File: src/rtl/relu_maxpool_2x2_pkg.sv
// Shared network parameters for the ReLU + 2x2 max-pool stage.
// Optional feature macro: POOL_RELU_EN (clamp negative sums to zero).
package relu_maxpool_2x2_pkg;

    localparam int DEF_DATA_WIDTH = 32;
    localparam int DEF_FM_WIDTH   = 32;
    localparam int DEF_FM_HEIGHT  = 32;

`ifdef POOL_RELU_EN
    localparam bit ENABLE_RELU = 1'b1;
`else
    localparam bit ENABLE_RELU = 1'b0;
`endif

    function automatic int cnt_bits(input int n);
        return (n <= 2) ? 1 : $clog2(n);
    endfunction

    function automatic int pool_bits(input int n);
        return cnt_bits(n / 2);
    endfunction

    localparam int POOL_X_BITWIDTH = pool_bits(DEF_FM_WIDTH);
    localparam int POOL_Y_BITWIDTH = pool_bits(DEF_FM_HEIGHT);

endpackage

File: src/rtl/relu_maxpool_2x2_if.sv
// Pixel-in / pooled-pixel-out bundle between the adder tree and next layer.
// slave is the pooling stage, master is the producer/consumer side.
interface relu_maxpool_2x2_if #(
    parameter int DATA_WIDTH = 32,
    parameter int X_BITS     = 4,
    parameter int Y_BITS     = 4
);
    logic                         pixel_rdy;
    logic signed [DATA_WIDTH-1:0] pixel_in;
    logic                         pool_valid;
    logic signed [DATA_WIDTH-1:0] pool_out;
    logic [X_BITS-1:0]            pool_x;
    logic [Y_BITS-1:0]            pool_y;
    logic                         frame_done;

    modport slave (
        input  pixel_rdy, pixel_in,
        output pool_valid, pool_out, pool_x, pool_y, frame_done
    );

    modport master (
        output pixel_rdy, pixel_in,
        input  pool_valid, pool_out, pool_x, pool_y, frame_done
    );
endinterface

File: src/rtl/relu_maxpool_2x2_pool_row_buffer.sv
// Half-row store of horizontal pair maxima from the even row of a window.
// One synchronous write port, one asynchronous read port; no reset needed.
module pool_row_buffer #(
    parameter int DEPTH      = 16,
    parameter int ADDR_WIDTH = 4,
    parameter int DATA_WIDTH = 32
) (
    input  logic                         clock,
    input  logic                         wr_en,
    input  logic [ADDR_WIDTH-1:0]        wr_addr,
    input  logic signed [DATA_WIDTH-1:0] wr_data,
    input  logic [ADDR_WIDTH-1:0]        rd_addr,
    output logic signed [DATA_WIDTH-1:0] rd_data
);
    logic signed [DATA_WIDTH-1:0] mem [DEPTH];

    always_ff @(posedge clock) begin
        if (wr_en) begin
            mem[wr_addr] <= wr_data;
        end
    end

    assign rd_data = mem[rd_addr];
endmodule

File: src/rtl/relu_maxpool_2x2.sv
// Optional ReLU followed by 2x2 stride-2 max pooling on a raster stream.
// ReLU is compiled in when POOL_RELU_EN is defined.
module relu_maxpool_2x2
    import relu_maxpool_2x2_pkg::*;
#(
    parameter int DATA_WIDTH = DEF_DATA_WIDTH,
    parameter int FM_WIDTH   = DEF_FM_WIDTH,
    parameter int FM_HEIGHT  = DEF_FM_HEIGHT
) (
    input logic               clock,
    input logic               reset,
    input logic               start,
    relu_maxpool_2x2_if.slave bus
);
    localparam int CW = cnt_bits(FM_WIDTH);
    localparam int RW = cnt_bits(FM_HEIGHT);
    localparam int XW = pool_bits(FM_WIDTH);
    localparam int YW = pool_bits(FM_HEIGHT);
    localparam logic [CW-1:0] COL_LAST = CW'(FM_WIDTH - 1);
    localparam logic [RW-1:0] ROW_LAST = RW'(FM_HEIGHT - 1);

    if (FM_WIDTH < 2 || (FM_WIDTH % 2) != 0) begin : g_bad_width
        $error("FM_WIDTH must be even and >= 2");
    end
    if (FM_HEIGHT < 2 || (FM_HEIGHT % 2) != 0) begin : g_bad_height
        $error("FM_HEIGHT must be even and >= 2");
    end

    logic [CW-1:0]                col;
    logic [RW-1:0]                row;
    logic signed [DATA_WIDTH-1:0] hold;
    logic signed [DATA_WIDTH-1:0] val;
    logic signed [DATA_WIDTH-1:0] pair_max;
    logic signed [DATA_WIDTH-1:0] above;
    logic signed [DATA_WIDTH-1:0] result;
    logic [XW-1:0]                cx;
    logic [YW-1:0]                ry;
    logic                         take;
    logic                         buf_we;
    logic                         emit;
    logic                         last;

    always_comb begin
        val = bus.pixel_in;
        if (ENABLE_RELU && bus.pixel_in < 0) begin
            val = '0;
        end
    end

    assign pair_max = (val > hold) ? val : hold;
    assign result   = (pair_max > above) ? pair_max : above;
    assign cx       = XW'(col >> 1);
    assign ry       = YW'(row >> 1);
    // start wins over a coincident pixel
    assign take     = bus.pixel_rdy && !start;
    assign buf_we   = take && col[0] && !row[0];
    assign emit     = take && col[0] && row[0];
    assign last     = (col == COL_LAST) && (row == ROW_LAST);

    pool_row_buffer #(
        .DEPTH      (FM_WIDTH / 2),
        .ADDR_WIDTH (XW),
        .DATA_WIDTH (DATA_WIDTH)
    ) u_row_buf (
        .clock   (clock),
        .wr_en   (buf_we),
        .wr_addr (cx),
        .wr_data (pair_max),
        .rd_addr (cx),
        .rd_data (above)
    );

    always_ff @(posedge clock or negedge reset) begin
        if (!reset) begin
            col <= '0;
            row <= '0;
            hold <= '0;
        end else if (start) begin
            col <= '0;
            row <= '0;
            hold <= '0;
        end else if (bus.pixel_rdy) begin
            if (!col[0]) begin
                hold <= val;
            end
            if (col == COL_LAST) begin
                col <= '0;
                row <= (row == ROW_LAST) ? '0 : row + 1'b1;
            end else begin
                col <= col + 1'b1;
            end
        end
    end

    always_ff @(posedge clock or negedge reset) begin
        if (!reset) begin
            bus.pool_valid <= 1'b0;
            bus.pool_out <= '0;
            bus.pool_x <= '0;
            bus.pool_y <= '0;
            bus.frame_done <= 1'b0;
        end else begin
            bus.pool_valid <= emit;
            bus.frame_done <= emit && last;
            if (emit) begin
                bus.pool_out <= result;
                bus.pool_x <= cx;
                bus.pool_y <= ry;
            end
        end
    end
endmodule
File: src/flat_wrapper.sv
// flat-port wrapper written by rule: the top's interface ports become plain ports
module relu_maxpool_2x2_flat import relu_maxpool_2x2_pkg::*;
#(
    parameter int DATA_WIDTH = DEF_DATA_WIDTH,
    parameter int FM_WIDTH   = DEF_FM_WIDTH,
    parameter int FM_HEIGHT  = DEF_FM_HEIGHT
)
  (clock, reset, start, bus_pixel_rdy, bus_pixel_in, bus_pool_valid, bus_pool_out, bus_pool_x, bus_pool_y, bus_frame_done);
  relu_maxpool_2x2_if #(.DATA_WIDTH(DATA_WIDTH)) bus_i ();
  input logic clock;
  input logic reset;
  input logic start;
  input wire logic [$bits(bus_i.pixel_rdy)-1:0] bus_pixel_rdy;
  input wire logic [$bits(bus_i.pixel_in)-1:0] bus_pixel_in;
  output wire logic [$bits(bus_i.pool_valid)-1:0] bus_pool_valid;
  output wire logic [$bits(bus_i.pool_out)-1:0] bus_pool_out;
  output wire logic [$bits(bus_i.pool_x)-1:0] bus_pool_x;
  output wire logic [$bits(bus_i.pool_y)-1:0] bus_pool_y;
  output wire logic [$bits(bus_i.frame_done)-1:0] bus_frame_done;
  assign bus_i.pixel_rdy = bus_pixel_rdy;
  assign bus_i.pixel_in = bus_pixel_in;
  assign bus_pool_valid = bus_i.pool_valid;
  assign bus_pool_out = bus_i.pool_out;
  assign bus_pool_x = bus_i.pool_x;
  assign bus_pool_y = bus_i.pool_y;
  assign bus_frame_done = bus_i.frame_done;
  relu_maxpool_2x2 #(.DATA_WIDTH(DATA_WIDTH), .FM_WIDTH(FM_WIDTH), .FM_HEIGHT(FM_HEIGHT)) u_core (.clock(clock), .reset(reset), .start(start), .bus(bus_i));
endmodule
File: config.mk
export PLATFORM = sky130hd
export DESIGN_NAME = relu_maxpool_2x2_flat
export DESIGN_NICKNAME = d
export VERILOG_FILES = /design/src/rtl/relu_maxpool_2x2_pkg.sv /design/src/rtl/relu_maxpool_2x2_if.sv /design/src/rtl/relu_maxpool_2x2_pool_row_buffer.sv /design/src/rtl/relu_maxpool_2x2.sv /design/src/flat_wrapper.sv
export SDC_FILE = /design/constraint.sdc
export NUM_CORES = 1
export LEC_CHECK = 0
export ABC_AREA = 0
export CAP_MARGIN = 20
export CORE_UTILIZATION = 50
export DETAILED_ROUTE_END_ITERATION = 16
export PLACE_DENSITY = 0.76
export SLEW_MARGIN = 10
export SYNTH_ARGS = -nofsm -noshare
export SYNTH_HDL_FRONTEND = slang
export SYNTH_SLANG_ARGS = --single-unit
File: constraint.sdc
create_clock -name clock -period 7.1 [get_ports clock]
set_input_delay 1.42 -clock clock [delete_from_list [all_inputs] [get_ports clock]]
set_output_delay 1.42 -clock clock [all_outputs]
set_load 0.005 [all_outputs]
==> out/results.tsv <==
stage	metric	value	unit
cells_and_area	antennaDiodeCount	0	
setup_path	cp-start-kind	input port	
timing	setup_violations	0	
grt	grt.busiest_layer	met2	
clock_tree	cts_made_buffers	55	
place	dp_hpwl	34000	µm
grt	track_usage	0.240	
synth	synth-compound-area-share	0.0404	
floorplanning	std_cell_rows	81	
grt	grt_pass1_vias	13300	
floorplanning	die_h	225	µm
timing	finClkSkew	0.0232	ns
setup_path	worstPathArrival	6.86	ns
drt	dr.pass1.iters	7	
cells_and_area	stdcell_area	28500	µm²
grt	grt_antenna_before_repair	3	
synth	yosysTopAreaCell	edfxtp_1	
synth	synth_fp_nets	1392	
cells_and_area	final_core_util	0.582	
timing	drv_slew	0	
setup_path	required	7.59	ns
min_path	hold_path.class	flip-flop to flip-flop	
place	gp_congestion	0.838	
clock_tree	ctsHoldBuffers	0	
cells_and_area	fillers	3484	
synth	synthXorXnorAreaFrac	0	
synth	synth-simple-area-share	0.0322	
synth	synth_top_family_by_area	multiplexers	
job	max_cap_violations	0	
drt	via_count	13200	
grt	grt.overflow.total	0	
synth	netlist_area	24800	µm²
timing	relSlewSlack	0.235	
grt	grt_start_max_net_pins	73	
clock_tree	clkLatencyLatePin	0.61	ns
setup_path	path_max_fanout	24	
grt	grt_util_met2	0.389	
setup_path	cp-end-kind	flip-flop	
clock_tree	htree_levels	2	
timing	period_minus_slack	6.37	ns
clock_tree	cts_tree	done	
clock_tree	cts_setup_buffers	0	
synth	synth_fa_ha_area_frac	0.0343	
timing	hold_violations	0	
synth	async_flop_share	0.141	
grt	grt_pass1_wl	87200	µm
grt	grt_util_met1	0.339	
timing	tightest_slew	1.15	ns
synth	yosys-top-cells-count	512 x edfxtp_1, 160 x mux4_2, 84 x dfrtp_1	
synth	syn_avg_cell_area	19.2	µm²
power_and_ir_drop	p_leak	0.00968	µW
drt	ant_nets	0	
timing	period_share	0.897	
power_and_ir_drop	power-per-cell-area	272	nW/µm²
synth	yosys_warnings	0	
drt	routed_wl	58700	µm
timing	rsz0062_at_grt	no	
place	post_dp_cell_area	26500	µm²
clock_tree	clockBufferDepth	3	
synth	synth_seq_cells	596	
synth	ys_top_cells_by_area	edfxtp_1 62%, mux4_2 15%, dfrtp_1 8.5%	
floorplanning	die_area	50500	µm²
synth	synth_seq_area_share	0.705	
timing	fmax	157	MHz
cells_and_area	fin_nets	1491	
timing	tns	0	ns
synth	synthMuxAreaShare	0.166	
synth	post-synth-top-count-cell	edfxtp_1	
synth	synth_edf_count	512	
grt	grtUsageMet3	0.0371	
drt	drt_iter0_markers	1505	
power_and_ir_drop	peakVddDrop	0.000164	V
clock_tree	cts-resized-gates	0	
drt	viasPerCell	6.27	
outcome	outcome	finished, final reports clean	
synth	ys.flop_type	edfxtp_1	
floorplanning	core-area	49000	µm²
cells_and_area	syn2layout_area_growth	15.0	%
cells_and_area	drive_above_1_share	0.238	
setup_path	path_class	input port to flip-flop	
clock_tree	clock_sinks	596	
floorplanning	die_x	225	µm
synth	synth_cells	1288	
clock_tree	cts_root_buf	clkbuf_16	
place	port_buffers	77	
synth	ys_types	53	
synth	synth_top_area_share	0.620	
clock_tree	clkTransAtPathRegs	0.06	ns
drt	drc	0	
floorplanning	start_util	0.507	
drt	wl_per_cell	28.0	µm
floorplanning	ios	78	
[worst max-delay path, stage by stage]
cell and delay (ns):
clkdlybuf4s50_1 0.50, ha_1 0.35, a21o_1 0.18, a2111o_1 0.43, a2111oi_2 0.21, or3b_4 0.43, a21oi_4 0.17, buf_4 0.34
mux2_4 0.44, ha_1 0.35, nand4_1 0.13, or4_1 0.57, nor3_1 0.38, a211oi_4 0.07, and2_1 0.30, buf_12 0.23
a221o_1 0.32
[metrics by stage]
stage          power, µW  hold WS, ns  cells  setup slack (ns)
2_1_floorplan       4400        0.467   1288              1.14
3_3_place_gp        4580        0.460   1993             0.269
3_5_place_dp        4600        0.466   1994             0.160
4_1_cts             7770        0.487   2098             0.794
5_1_grt             7950        0.513   2098             0.522
6_report            7740        0.485   2098             0.732
[per-layer routing]
| metal | wire length, µm | up-vias |
|---|---|---|
| met1 | 23900 | 6939 |
| met2 | 28700 | 634 |
| met3 | 4560 | 113 |
| met4 | 1510 | 6 |
| met5 | 39 | - |
| li1 | - | 5459 |
[cell usage in the layout (no fill, tap or decap), types with 3 or more instances in the layout]
master           Yosys  final
nand3_1              8      7
mux2i_1              3      3
a22o_1              32     32
clkinv_2             0      9
edfxtp_1           512    512
bufinv_16            0     12
nor3_1              39     35
nor2b_1              3      3
buf_12               0      3
dfrtp_1             84     80
clkbuf_16            0     55
mux4_2             160    160
clkbuf_8             0      6
buf_4                0     30
inv_1               68     68
o21ai_0             12     12
clkdlybuf4s50_1      0     76
and3_1               4      4
nand4_1             14     14
nor3_2               0      4
clkinv_1             0      5
inv_6                0      3
clkbuf_1            51     12
mux2_4              30     30
nand2_1             48     48
nand2b_1             3      3
a221o_1             32     32
a21oi_1             32     31
nor2_4               0     12
ha_1                68     68
nor2_1              31     19
[flip-flops by register name, indices dropped and copies added, names as in the netlist]
name,cells
u_core.u_row_buf.mem,512
u_core.bus.pool_out,32
u_core.hold,32
u_core.col,5
u_core.row,5
u_core.bus.pool_x,4
u_core.bus.pool_y,4
u_core.bus.frame_done,1
u_core.bus.pool_valid,1
[path summary, 6_finish.rpt]
path / start / end / slack, ns / cells after the start
worst max register to register: u_core.hold[29] / u_core.bus.pool_out[4] / 1.69 / 17
worst min register to register: u_core.bus.pool_y[1] / u_core.bus.pool_y[1] / 0.49 / 2
worst min-delay path: u_core.bus.pool_y[1] / u_core.bus.pool_y[1] / 0.49 / 2
worst max-delay path: bus_pixel_in[29] / u_core.bus.pool_out[4] / 0.73 / 17
min in group asynchronous: reset / u_core.bus.pool_out[1] / 0.75 / 1
max in group asynchronous: reset / u_core.col[2] / 5.14 / 2
[area by class of cell]
cell class	count	area, µm²	area share
Sequential cell	596	17500	0.613
Tap cell	664	831	0.0291
Inverter	68	255	0.00895
Multi-Input combinational cell	556	6890	0.242
Clock buffer	73	1500	0.0528
Clock inverter	31	467	0.0164
Timing Repair Buffer	110	1070	0.0377
[report_power, final]
part	switching, µW	leakage [µW]	internal [µW]
combinational	365	0.00292	240
sequential	25.2	0.00579	3910
clock	1280	0.000966	1930
total	1670	0.00968	6070
[logic make-up (layout without fill, tap and decap cells)]
logic type	after synthesis	in the layout
buf+inv	136	282
flops	596	596
simple gates	165	165
compound gates	128	128
mux	195	195
fa+ha+maj	68	68
Power figures use the tool's default switching activity.
==> edit, RTL diff (same flow settings) <==
Add a define of `POOL_RELU_EN`.
--- a/src/rtl/relu_maxpool_2x2_pkg.sv
+++ b/src/rtl/relu_maxpool_2x2_pkg.sv
@@ -2,2 +2,4 @@
 // Optional feature macro: POOL_RELU_EN (clamp negative sums to zero).
+`define POOL_RELU_EN
+
 package relu_maxpool_2x2_pkg;
Function: no difference found for any inputs over 10 cycles, from zero or initial values and one cycle with reset low; that may be too few to reach the edited logic, so the function may still have changed.
==> edit against the original RTL <==
- non-clock buffer count increased by 86
- clock power is 6% lower
- wire length fell by 0.37%
- area after synthesis fell by 1.4%
- sequential cell count is 18 lower
- power is 4.3% lower
- final area rose by 0.86%
- highest routed layer is now met4
- worst setup slack worse by 510 ps
==> edit: results (changes against the original RTL) <==
Clock Sinks=578 (-3.0%); M2 GR Usage=38.18% (-0.72 points); Net Count, Synth=1410 (+1.3%); Min Hold Slack=480.3 ps (-5.079 ps); HP Start=u_core.bus.pool_y[0]$_DFFE_PN0P_; r2r setup slk=1340 ps (-350 ps); first-pass detailed-route iteration total=5 (-2); Final nets=1593 (+6.8%); post-synthesis mux area share=15.73% (-0.83 points); largest net degree at the start of global routing=78 (+6.8%); Final Core Density=59.97% (+1.7 points); worst reg2reg path depth=20 (+3); synth cell count leaders=edfxtp_1, mux4_2, dfrtp_1, inv_1, ha_1; Max VDD drop=184.6 µV (+12%); layout cells sized above 1=27.75% (+3.9 points); PortBufs=76 (-1.3%); hpwl dp=35210 µm (+3.6%); slew at the pin with the worst max-slew slack=1077 ps (-68.54 ps); Layout clock area frac=6.553% (-0.36 points); via count=13630 (+3.6%); Total Routing Usage GR=24.03% (about the same); synth top area cells=edfxtp_1, mux4_2, dfrtp_1; run status=finished, final reports clean; top flop regs=u_core.u_row_buf.mem: 496 flops, u_core.bus.pool_out: 31 flops, u_core.hold: 31 flops; first-pass GRT wire length=87380 µm (+0.16%); initial antenna violation count=0 (-3); clock buffers=83 (+14%); comb_multi_in=599 (+7.7%); buffering overhead=6.240% (+2.5 points); final-layout fill cell count=3318 (-4.8%); CP max-delay cell=or4_4; met1 Use GR=33.96% (about the same); compound-cell area share of the yosys netlist=4.574% (+0.53 points); fraction of area in registers=58.97% (-2.4 points); Non-clk bufs=196 (+78%); static leakage=10.19 nW (+5.3%)
edit: cell count changes in the layout (fill, tap and decap cells not counted), moves of 7 or more:
cell,change
nor2b_1,+33
mux2_2,+26
nand2_1,-7
ha_1,-8
nor3_1,-26
mux2_4,-30
and4_1,+25
a21oi_1,-11
buf_4,+80
bufinv_16,-8
a21o_1,+15
edfxtp_1,-16
edit: cells by family (layout without fill, tap and decap cells):
kind of cell / count (synthesis) / after routing
simple gates: 209 / 209
xor+xnor: 4 / 4
mux: 187 / 187
fa+ha+maj: 60 / 60
compound gates: 138 / 138
flops: 578 / 578
other cells: 1 / 1
buf+inv: 137 / 369
edit: power groups by stage:
stage / logic [mW] / registers, mW / clock network, mW
floorplan: 0.363 / 3.84 / 0
global placement: 0.569 / 3.86 / 0
detailed placement: 0.590 / 3.86 / 0
CTS: 0.593 / 3.79 / 3.04
global route: 0.660 / 3.79 / 3.16
finish: 0.613 / 3.79 / 3.01
